## config.mk

```make
export PLATFORM = sky130hd
export DESIGN_NAME = gsim_ctrl_flat
export DESIGN_NICKNAME = d
export VERILOG_FILES = /design/src/rtl/gsim_pkg.sv /design/src/rtl/gsim_ctrl_if.sv /design/src/rtl/gsim_xbank.sv /design/src/rtl/gsim_ctrl.sv /design/src/flat_wrapper.sv
export SDC_FILE = /design/constraint.sdc
export NUM_CORES = 2
export LEC_CHECK = 0
export BUFFER_PORTS_ARGS = -buffer_cell sky130_fd_sc_hd__buf_4
export CAP_MARGIN = 20
export CORE_ASPECT_RATIO = 0.5
export CORE_UTILIZATION = 35
export CTS_CLUSTER_SIZE = 30
export DETAILED_ROUTE_END_ITERATION = 16
export SLEW_MARGIN = 5
export SYNTH_ARGS = -nofsm -noshare
export SYNTH_HDL_FRONTEND = slang
export SYNTH_SLANG_ARGS = --single-unit
export TNS_END_PERCENT = 10
```

## constraint.sdc

```tcl
create_clock -name clk -period 5.35 [get_ports clk]
set_clock_uncertainty 0.1 [all_clocks]
set_input_delay 0.2675 -clock clk [delete_from_list [all_inputs] [get_ports clk]]
set_output_delay 0.2675 -clock clk [all_outputs]
set_load 0.01 [all_outputs]
```

## src/rtl/gsim_pkg.sv

```systemverilog
// Shared types, widths and helpers for the Gauss-Seidel sequencer.
package gsim_pkg;

    typedef enum logic [1:0] {
        LOAD  = 2'd0,
        CALC  = 2'd1,
        DRAIN = 2'd2
    } state_e;

    localparam int B_W  = 16;
    localparam int X_W  = 32;
    localparam int PE_W = 38;
    localparam int NB   = 6;   // neighbour operands per row

    // Counter width able to index 0..n-1 (at least one bit).
    function automatic int idx_w(input int n);
        int w;
        w = (n <= 1) ? 1 : $clog2(n);
        return w;
    endfunction

    // Neighbour offset for operand slot i: pe_in_1..pe_in_6 = +3,-3,+2,-2,+1,-1.
    function automatic int nb_offset(input int i);
        int off;
        case (i)
            0:       off = 3;
            1:       off = -3;
            2:       off = 2;
            3:       off = -2;
            4:       off = 1;
            default: off = -1;
        endcase
        return off;
    endfunction

    // Clamp a 38-bit PE result into the signed 32-bit x range.
    function automatic logic signed [X_W-1:0] sat38to32(input logic signed [PE_W-1:0] v);
        logic signed [X_W-1:0] r;
        if (v[PE_W-1:X_W-1] == '0 || v[PE_W-1:X_W-1] == '1) begin
            r = v[X_W-1:0];
        end else if (v[PE_W-1]) begin
            r = {1'b1, {(X_W-1){1'b0}}};
        end else begin
            r = {1'b0, {(X_W-1){1'b1}}};
        end
        return r;
    endfunction

endpackage

```

## src/rtl/gsim_ctrl_if.sv

```systemverilog
// Bundle of the b input stream, x output stream and PE operand/result bus.
// master = the sequencer side, slave = the environment (source, sink, PE).
interface gsim_ctrl_if;
    logic                              b_valid;
    logic signed [gsim_pkg::B_W-1:0]   b_data;
    logic                              b_ready;
    logic                              x_valid;
    logic signed [gsim_pkg::X_W-1:0]   x_data;
    logic                              x_ready;
    logic                              busy;
    logic signed [gsim_pkg::X_W-1:0]   pe_in_1;
    logic signed [gsim_pkg::X_W-1:0]   pe_in_2;
    logic signed [gsim_pkg::X_W-1:0]   pe_in_3;
    logic signed [gsim_pkg::X_W-1:0]   pe_in_4;
    logic signed [gsim_pkg::X_W-1:0]   pe_in_5;
    logic signed [gsim_pkg::X_W-1:0]   pe_in_6;
    logic signed [gsim_pkg::B_W-1:0]   pe_b;
    logic signed [gsim_pkg::PE_W-1:0]  pe_out;

    modport master (
        input  b_valid, b_data, x_ready, pe_out,
        output b_ready, x_valid, x_data, busy,
               pe_in_1, pe_in_2, pe_in_3, pe_in_4, pe_in_5, pe_in_6, pe_b
    );

    modport slave (
        output b_valid, b_data, x_ready, pe_out,
        input  b_ready, x_valid, x_data, busy,
               pe_in_1, pe_in_2, pe_in_3, pe_in_4, pe_in_5, pe_in_6, pe_b
    );
endinterface

```

## src/rtl/gsim_xbank.sv

```systemverilog
// Solution-vector register file: one write port, and a read port returning the
// centre entry plus its six neighbours. Reads bypass a same-cycle write so the
// next row sees the value being written back.
module gsim_xbank
    import gsim_pkg::*;
#(
    parameter int N = 16
) (
    input  logic                        clk,
    input  logic                        rst_n,
    input  logic                        clr_i,
    input  logic                        we_i,
    input  logic [idx_w(N)-1:0]         waddr_i,
    input  logic signed [X_W-1:0]       wdata_i,
    input  logic [idx_w(N)-1:0]         centre_i,
    output logic signed [X_W-1:0]       rd_c_o,
    output logic signed [X_W-1:0]       rd_n_o [NB]
);
    localparam int IW = idx_w(N);

    logic signed [X_W-1:0] mem_q [N];

    // Storage: cleared by reset or at job start, otherwise single-port write.
    // NOTE: sequential state uses non-blocking (<=) so every register samples pre-edge values.
    // NOTE: this array is reset because a discarded job must not leak into reads.
    always_ff @(posedge clk or negedge rst_n) begin
        if (!rst_n) begin
            for (int i = 0; i < N; i++) mem_q[i] <= '0;
        end else if (clr_i) begin
            for (int i = 0; i < N; i++) mem_q[i] <= '0;
        end else if (we_i) begin
            mem_q[waddr_i] <= wdata_i;
        end
    end

    // Read port: slot NB is the centre, slots 0..NB-1 the neighbours; out of range reads 0.
    always_comb begin
        int                    idx;
        logic signed [X_W-1:0] val;
        // NOTE: every combinational output gets a default first so no latch is inferred.
        idx    = 0;
        val    = '0;
        rd_c_o = '0;
        rd_n_o = '{default: '0};
        for (int i = 0; i <= NB; i++) begin
            idx = int'(centre_i) + ((i == NB) ? 0 : nb_offset(i));
            val = '0;
            if (idx >= 0 && idx < N) begin
                if (we_i && idx == int'(waddr_i)) val = wdata_i;
                else                              val = mem_q[idx[IW-1:0]];
            end
            if (i == NB) rd_c_o    = val;
            else         rd_n_o[i] = val;
        end
    end
endmodule

```

## src/rtl/gsim_ctrl.sv

```systemverilog
// Gauss-Seidel sequencer: loads b, sweeps the PE row by row over x with
// immediate write-back, then streams x out.
module gsim_ctrl
    import gsim_pkg::*;
#(
    parameter int N          = 16,
    parameter int N_ITER     = 8,
    parameter int PE_LATENCY = 1
) (
    input  logic        clk,
    input  logic        reset,
    gsim_ctrl_if.master bus
);
    localparam int IW = idx_w(N);
    localparam int SW = idx_w(N_ITER);
    localparam int TW = idx_w(PE_LATENCY + 1);

    state_e                state_q;
    logic [IW-1:0]         k_q, r_q, j_q, r_d, centre;
    logic [SW-1:0]         s_q;
    logic [TW-1:0]         t_q;
    logic signed [B_W-1:0] b_mem_q [N];
    logic                  b_ready_q, x_valid_q, busy_q;
    logic signed [X_W-1:0] x_data_q;
    logic signed [X_W-1:0] pe_in_q [NB];
    logic signed [B_W-1:0] pe_b_q;
    logic signed [X_W-1:0] wb_data, rd_c;
    logic signed [X_W-1:0] rd_n [NB];
    logic                  b_fire, x_fire, wb, last_row, last_sweep, last_wb, clr;

    assign b_fire     = (state_q == LOAD) && b_ready_q && bus.b_valid;
    assign x_fire     = x_valid_q && bus.x_ready;
    assign wb         = (state_q == CALC) && (t_q == TW'(PE_LATENCY));
    assign last_row   = (r_q == IW'(N - 1));
    assign last_sweep = (s_q == SW'(N_ITER - 1));
    assign last_wb    = wb && last_row && last_sweep;
    assign clr        = b_fire && (k_q == IW'(N - 1));
    assign wb_data    = sat38to32(bus.pe_out);

    // Next row, and which x index the read port serves this cycle.
    always_comb begin
        r_d    = last_row ? '0 : r_q + IW'(1);
        centre = r_d;
        if (state_q == DRAIN) centre = j_q + IW'(1);
        else if (last_wb)     centre = '0;
    end

    gsim_xbank #(.N(N)) u_xbank (
        .clk      (clk),
        .rst_n    (reset),
        .clr_i    (clr),
        .we_i     (wb),
        .waddr_i  (r_q),
        .wdata_i  (wb_data),
        .centre_i (centre),
        .rd_c_o   (rd_c),
        .rd_n_o   (rd_n)
    );

    // FSM, counters, b storage and all registered outputs.
    always_ff @(posedge clk or negedge reset) begin
        if (!reset) begin
            state_q   <= LOAD;
            k_q       <= '0;
            r_q       <= '0;
            s_q       <= '0;
            j_q       <= '0;
            t_q       <= '0;
            b_ready_q <= 1'b0;
            x_valid_q <= 1'b0;
            x_data_q  <= '0;
            busy_q    <= 1'b0;
            pe_b_q    <= '0;
            for (int i = 0; i < NB; i++) pe_in_q[i] <= '0;
            for (int i = 0; i < N; i++)  b_mem_q[i] <= '0;
        end else begin
            case (state_q)
                LOAD: begin
                    b_ready_q <= 1'b1;
                    if (b_fire) begin
                        b_mem_q[k_q] <= bus.b_data;
                        if (k_q == IW'(N - 1)) begin
                            // x is cleared this edge, so every row-0 neighbour is 0.
                            state_q   <= CALC;
                            k_q       <= '0;
                            r_q       <= '0;
                            s_q       <= '0;
                            t_q       <= '0;
                            b_ready_q <= 1'b0;
                            busy_q    <= 1'b1;
                            pe_b_q    <= b_mem_q[0];
                            for (int i = 0; i < NB; i++) pe_in_q[i] <= '0;
                        end else begin
                            k_q <= k_q + IW'(1);
                        end
                    end
                end
                CALC: begin
                    if (wb) begin
                        t_q <= '0;
                        if (last_wb) begin
                            state_q   <= DRAIN;
                            busy_q    <= 1'b0;
                            x_valid_q <= 1'b1;
                            x_data_q  <= rd_c;
                            j_q       <= '0;
                            r_q       <= '0;
                            s_q       <= '0;
                            pe_b_q    <= '0;
                            for (int i = 0; i < NB; i++) pe_in_q[i] <= '0;
                        end else begin
                            r_q    <= r_d;
                            pe_b_q <= b_mem_q[r_d];
                            if (last_row) s_q <= s_q + SW'(1);
                            for (int i = 0; i < NB; i++) pe_in_q[i] <= rd_n[i];
                        end
                    end else begin
                        t_q <= t_q + TW'(1);
                    end
                end
                DRAIN: begin
                    if (x_fire) begin
                        if (j_q == IW'(N - 1)) begin
                            state_q   <= LOAD;
                            x_valid_q <= 1'b0;
                            x_data_q  <= '0;
                            j_q       <= '0;
                            k_q       <= '0;
                            b_ready_q <= 1'b1;
                        end else begin
                            j_q      <= j_q + IW'(1);
                            x_data_q <= rd_c;
                        end
                    end
                end
                default: state_q <= LOAD;
            endcase
        end
    end

    assign bus.b_ready = b_ready_q;
    assign bus.x_valid = x_valid_q;
    assign bus.x_data  = x_data_q;
    assign bus.busy    = busy_q;
    assign bus.pe_b    = pe_b_q;
    assign bus.pe_in_1 = pe_in_q[0];
    assign bus.pe_in_2 = pe_in_q[1];
    assign bus.pe_in_3 = pe_in_q[2];
    assign bus.pe_in_4 = pe_in_q[3];
    assign bus.pe_in_5 = pe_in_q[4];
    assign bus.pe_in_6 = pe_in_q[5];
endmodule

```

## src/flat_wrapper.sv

```systemverilog
// flat-port wrapper written by rule: the top's interface ports become plain ports
module gsim_ctrl_flat import gsim_pkg::*;
#(
    parameter int N          = 16,
    parameter int N_ITER     = 8,
    parameter int PE_LATENCY = 1
)
  (clk, reset, bus_b_valid, bus_b_data, bus_x_ready, bus_pe_out, bus_b_ready, bus_x_valid, bus_x_data, bus_busy, bus_pe_in_1, bus_pe_in_2, bus_pe_in_3, bus_pe_in_4, bus_pe_in_5, bus_pe_in_6, bus_pe_b);
  gsim_ctrl_if bus_i ();
  input  logic clk;
  input  logic reset;
  input wire logic [$bits(bus_i.b_valid)-1:0] bus_b_valid;
  input wire logic [$bits(bus_i.b_data)-1:0] bus_b_data;
  input wire logic [$bits(bus_i.x_ready)-1:0] bus_x_ready;
  input wire logic [$bits(bus_i.pe_out)-1:0] bus_pe_out;
  output wire logic [$bits(bus_i.b_ready)-1:0] bus_b_ready;
  output wire logic [$bits(bus_i.x_valid)-1:0] bus_x_valid;
  output wire logic [$bits(bus_i.x_data)-1:0] bus_x_data;
  output wire logic [$bits(bus_i.busy)-1:0] bus_busy;
  output wire logic [$bits(bus_i.pe_in_1)-1:0] bus_pe_in_1;
  output wire logic [$bits(bus_i.pe_in_2)-1:0] bus_pe_in_2;
  output wire logic [$bits(bus_i.pe_in_3)-1:0] bus_pe_in_3;
  output wire logic [$bits(bus_i.pe_in_4)-1:0] bus_pe_in_4;
  output wire logic [$bits(bus_i.pe_in_5)-1:0] bus_pe_in_5;
  output wire logic [$bits(bus_i.pe_in_6)-1:0] bus_pe_in_6;
  output wire logic [$bits(bus_i.pe_b)-1:0] bus_pe_b;
  assign bus_i.b_valid = bus_b_valid;
  assign bus_i.b_data = bus_b_data;
  assign bus_i.x_ready = bus_x_ready;
  assign bus_i.pe_out = bus_pe_out;
  assign bus_b_ready = bus_i.b_ready;
  assign bus_x_valid = bus_i.x_valid;
  assign bus_x_data = bus_i.x_data;
  assign bus_busy = bus_i.busy;
  assign bus_pe_in_1 = bus_i.pe_in_1;
  assign bus_pe_in_2 = bus_i.pe_in_2;
  assign bus_pe_in_3 = bus_i.pe_in_3;
  assign bus_pe_in_4 = bus_i.pe_in_4;
  assign bus_pe_in_5 = bus_i.pe_in_5;
  assign bus_pe_in_6 = bus_i.pe_in_6;
  assign bus_pe_b = bus_i.pe_b;
  gsim_ctrl #(.N(N), .N_ITER(N_ITER), .PE_LATENCY(PE_LATENCY)) u_core (.clk(clk), .reset(reset), .bus(bus_i));
endmodule
```

==> impl_summary.md <==
Finish
The footprint of the multi-input gates is 0.0332 mm^2. The sequential cell area is 0.0257 mm^2. The synthesis-to-layout area growth is 14.9%.

The utilization of the core after routing is 40.5%. The area of all placed cells without fillers is 0.0703 mm^2. The final-layout fill cell count is 16,736. In the final design database the tool counted 6,084 nets. In the final layout, the share of cells above drive strength 1 is 23.7%.

Drt
The number of iterations in the first detailed-routing pass is 6. The initial detailed-routing violation count is 7,657. After detailed routing, the average wire length per cell comes to 29.1 um. The aggregate routed wire length is 245,000 um. The count of nets left with antenna violations once routing finished came out at 0. After detailed routing, the number of remaining DRC violations is 0. The detailed router placed 53,773 vias in this run. Using the TritonRoute via totals, the vias-per-cell ratio works out to 6.40.

Synthesis
The proportion of synthesized flip-flops having asynchronous set or reset is 100%. The number of warnings issued by yosys is 0. Of the synthesized area, sequential elements account for 42.1%. The gate count after technology mapping is 5,988.

The post-synthesis register bit count is 1,029. The number of synthesized flops with an enable pin is 0. The count of different cell masters after synthesis is 63. The netlist area before placement is 0.0611 mm^2. In the synthesized netlist the dominant register cell turns out to be dfrtp_1. The number of nets in the synthesized netlist is 6,065.

The synthesized area divided by synthesized cell count is 10.2 um^2.

Floorplanning
The effective utilization at floorplan is 35.2%. The area enclosed by the die boundary is 0.176 mm^2. The width of the chip is 593 um. After floorplanning, the core was sized to cover 0.174 mm^2. The die extent in y is 298 um.

During I/O placement, the number of pins put on the boundary was 301. The row count is 108.

CTS
The sink count of the clock tree is 1,029. The post-cts hold buffer count is 47. In this run the number of H-tree levels came out at 3. The number of gates given a new drive strength after cts is 0. The buffers inserted during post-CTS setup optimization is 0. The maximum number of buffers from clock root to sink is 3. The clock latency on the worst-skew pair is 0.78 ns. TritonCTS built the clock tree. The number of clock buffers added by TritonCTS is 106. After clock tree synthesis, the clock-pin slew on the worst setup and hold paths is 0.07 ns. The buffer type at the clock tree root is clkbuf_16.

Critical path
Walking the worst path, the cells encountered are ha_1 -> buf_4 -> nand3_1 -> o311ai_2 -> nand2_4 -> ha_4 -> xor2_1 -> nor3_1 -> and3_1 -> a221o_2 -> buf_4 -> o221ai_1. The worst setup path is launched from a flip-flop. The largest fanout on the critical path is 12. The critical path class is reg2reg. The required time of the critical path is 5.85 ns. STA classifies the critical path endpoint as a flip-flop. The buffering stage count on the worst path with inverters included is 2. Data on the critical path arrives at its endpoint at 5.37 ns. The gate family responsible for the most delay along the worst path is compound AO/OA/AOI/OAI gates. The most repeated library cell on the critical path is buf_4.

The slowest stage of the critical path is the a221o_2 cell. The setup check on the worst reg-to-reg path leaves a slack of 0.48 ns. The delay of the slowest cell on the worst path is 0.73 ns.

STA
Setup violations remaining at the end of the flow were counted as 0. The final period demand of the worst path is 4.87 ns. Measured against its own limit, the worst slew margin works out to 19.4%.

The final critical-path share of the clock period is 91.1%. Setup repair after global routing left no endpoint under its margin. After routing, the total negative slack on setup checks comes to 0 ns. For this run, the top clock speed supported by timing is 205 MHz. The number of slew-limit violations in the final report is 0. The actual transition at the worst max-transition pin is 1.21 ns. The total count of hold-check failures in the final report is 0.

Place
Port buffering added 300 buffers. The area after detailed placement is 0.0661 mm^2. The final HPWL from detailed placement is 141,000 um. The weighted congestion reported at the end of routability-driven placement is 0.909.

Power
The internal portion of the total power is 30,600 uW. For this design the total switching power over the nets is 28,100 uW. Net switching is 47.8% of the power. In this run, the clock network consumes 13.6% of the power. Summed over all cells, the static leakage comes to 0.0300 uW. Summing internal, switching and leakage power gives 58,700 uW.

The share of total power dissipated in combinational logic is 62.6%. The total power per unit cell area is 835 mW/mm^2. The share of total power dissipated in sequential elements is 23.8%. The worst supply voltage drop on vdd is 1.43 mV.

Global route
After global routing the overflow that remains totals 0. The initial antenna violation count is 10. The via count of the first global-routing pass is 50,815. The pin count of the biggest net entering global routing is 195.

Global routing used 27.2% of the available tracks. The first global-routing pass estimated 358,000 um of wire. The busiest metal layer after global routing is met2. In the global route stage, met3 resource usage came out at 7.90%. The met1 usage in global routing is 37.2%. For this run, global-route usage on met2 was measured as 39.1%.

Flow run
The tool flagged a number of max-cap violations equal to 0.

Status
The run finished with clean final reports.

Min path
The min-delay analysis places its worst path in the category in2async.
area by class of cell:
| type | count | share of cell area (%) |
|---|---|---|
| Inverter | 81 | 0.454 |
| Clock buffer | 141 | 4.25 |
| Antenna cell | 5 | 0.0178 |
| Multi-Input combinational cell | 4273 | 47.2 |
| Clock inverter | 52 | 0.965 |
| Sequential cell | 1029 | 36.6 |
| Timing Repair Buffer | 516 | 6.32 |
| Tap cell | 2310 | 4.11 |
flip-flops by register name, summed over array words and instances (netlist names), 16 cells and up:
register	cells
u_core.bus.pe_in_2	32
u_core.bus.pe_in_5	32
u_core.bus.x_data	32
u_core.u_xbank.mem_q	512
u_core.bus.pe_in_1	32
u_core.bus.pe_in_6	32
u_core.bus.pe_in_4	32
u_core.bus.pe_in_3	32
u_core.bus.pe_b	16
u_core.b_mem_q	256
power by group through the flow:
stage	clock, uW	sequential (uW)	combinational [uW]
final	8010	14000	36700
after global routing	8360	14300	38600
after CTS	8070	13800	35900
after detailed placement	0	13900	35800
after global placement	0	13900	35500
after floorplan	0	12900	24100
per-stage QoR:
step                hold slack [ns]  setup slack, ns  std cells
global route                 0.0791            0.317       8402
detailed placement            0.276            0.673       8157
CTS                          0.0149            0.635       8397
global placement              0.275            0.704       8155
finish                       0.0273            0.478       8407
floorplan                    -0.128            0.736       5988
path summary, 6_finish.rpt:
path	cells after the start	startpoint	end
min reg2reg	2	u_core.b_mem_q[10]	u_core.b_mem_q[10]
min in group clk	4	bus_pe_out[3]	u_core.bus.pe_in_4[3]
max reg2reg	12	u_core.r_q[1]	u_core.bus.pe_in_2[0]
max in group asynchronous	3	reset	u_core.b_mem_q[65]
min	2	reset	u_core.bus.pe_in_5[17]
max	12	u_core.r_q[1]	u_core.bus.pe_in_2[0]
worst reg2reg max path: cells and delay by family, from the launching register on:
| kind | cells | cell delay [ns] |
|---|---|---|
| buf+inv | 2 | 0.65 |
| flops | 1 | 0.63 |
| compound gates | 3 | 1.47 |
| xor+xnor | 1 | 0.13 |
| fa+ha+maj | 2 | 0.66 |
| simple gates | 4 | 1.04 |
synthesized netlist by cell type, types with 6 or more instances:
| library cell | number | area share (%) |
|---|---|---|
| a41oi_1 | 15 | 0.21 |
| xnor2_1 | 11 | 0.16 |
| clkbuf_1 | 438 | 2.7 |
| a311oi_1 | 13 | 0.19 |
| and2_1 | 9 | 0.092 |
| and3_1 | 61 | 0.62 |
| a221o_1 | 26 | 0.43 |
| a32oi_1 | 32 | 0.46 |
| mux4_2 | 409 | 15 |
| o21a_1 | 31 | 0.38 |
| a31o_2 | 13 | 0.19 |
| dfrtp_1 | 1029 | 42 |
| nand2b_1 | 6 | 0.061 |
| a211oi_1 | 13 | 0.16 |
| o21ai_0 | 692 | 5.7 |
| nor2_1 | 157 | 0.96 |
| buf_2 | 110 | 0.90 |
| a22o_1 | 181 | 2.6 |
| a221oi_1 | 40 | 0.57 |
| inv_1 | 78 | 0.48 |
| mux2i_1 | 208 | 3.4 |
| and4_1 | 19 | 0.27 |
| buf_1 | 52 | 0.32 |
| nor2b_1 | 6 | 0.061 |
| nor3_1 | 27 | 0.22 |
| mux2_2 | 303 | 5.6 |
| a22oi_1 | 66 | 0.81 |
| nand3_1 | 419 | 3.4 |
| o21ai_1 | 11 | 0.090 |
| o211ai_1 | 7 | 0.086 |
| a21oi_1 | 376 | 3.1 |
| ha_1 | 19 | 0.39 |
| nand2_1 | 935 | 5.7 |
| o221ai_1 | 96 | 1.4 |
| o31ai_1 | 22 | 0.27 |
routing by layer:
layer  wire length (um)  vias to the layer above
met4              14200                        6
li1                   -                    22384
met3              30000                      774
met5                 37                        -
met2             104000                     3577
met1              96800                    27032
cells in the final DEF, fill, tap and decap left out, drive strengths merged, types with 181 or more instances in the layout:
cell      n
dfrtp  1029
nand2   935
o21ai   703
buf     469
nand3   419
mux4    409
a21oi   376
mux2    303
mux2i   210
a22o    181
logic make-up after synthesis:
kind of cell	count (synthesis)	share of synthesized area [%]
AOI/OAI and AO/OA	1653	16.8
DFF	1029	42.1
xor gates and xnor gates	23	0.446
and+or+nand+nor	1656	11.7
buffers and inverters	686	4.47
adders and majority gates	19	0.389
muxes	922	24.1
(Power assumes the default switching activity.)
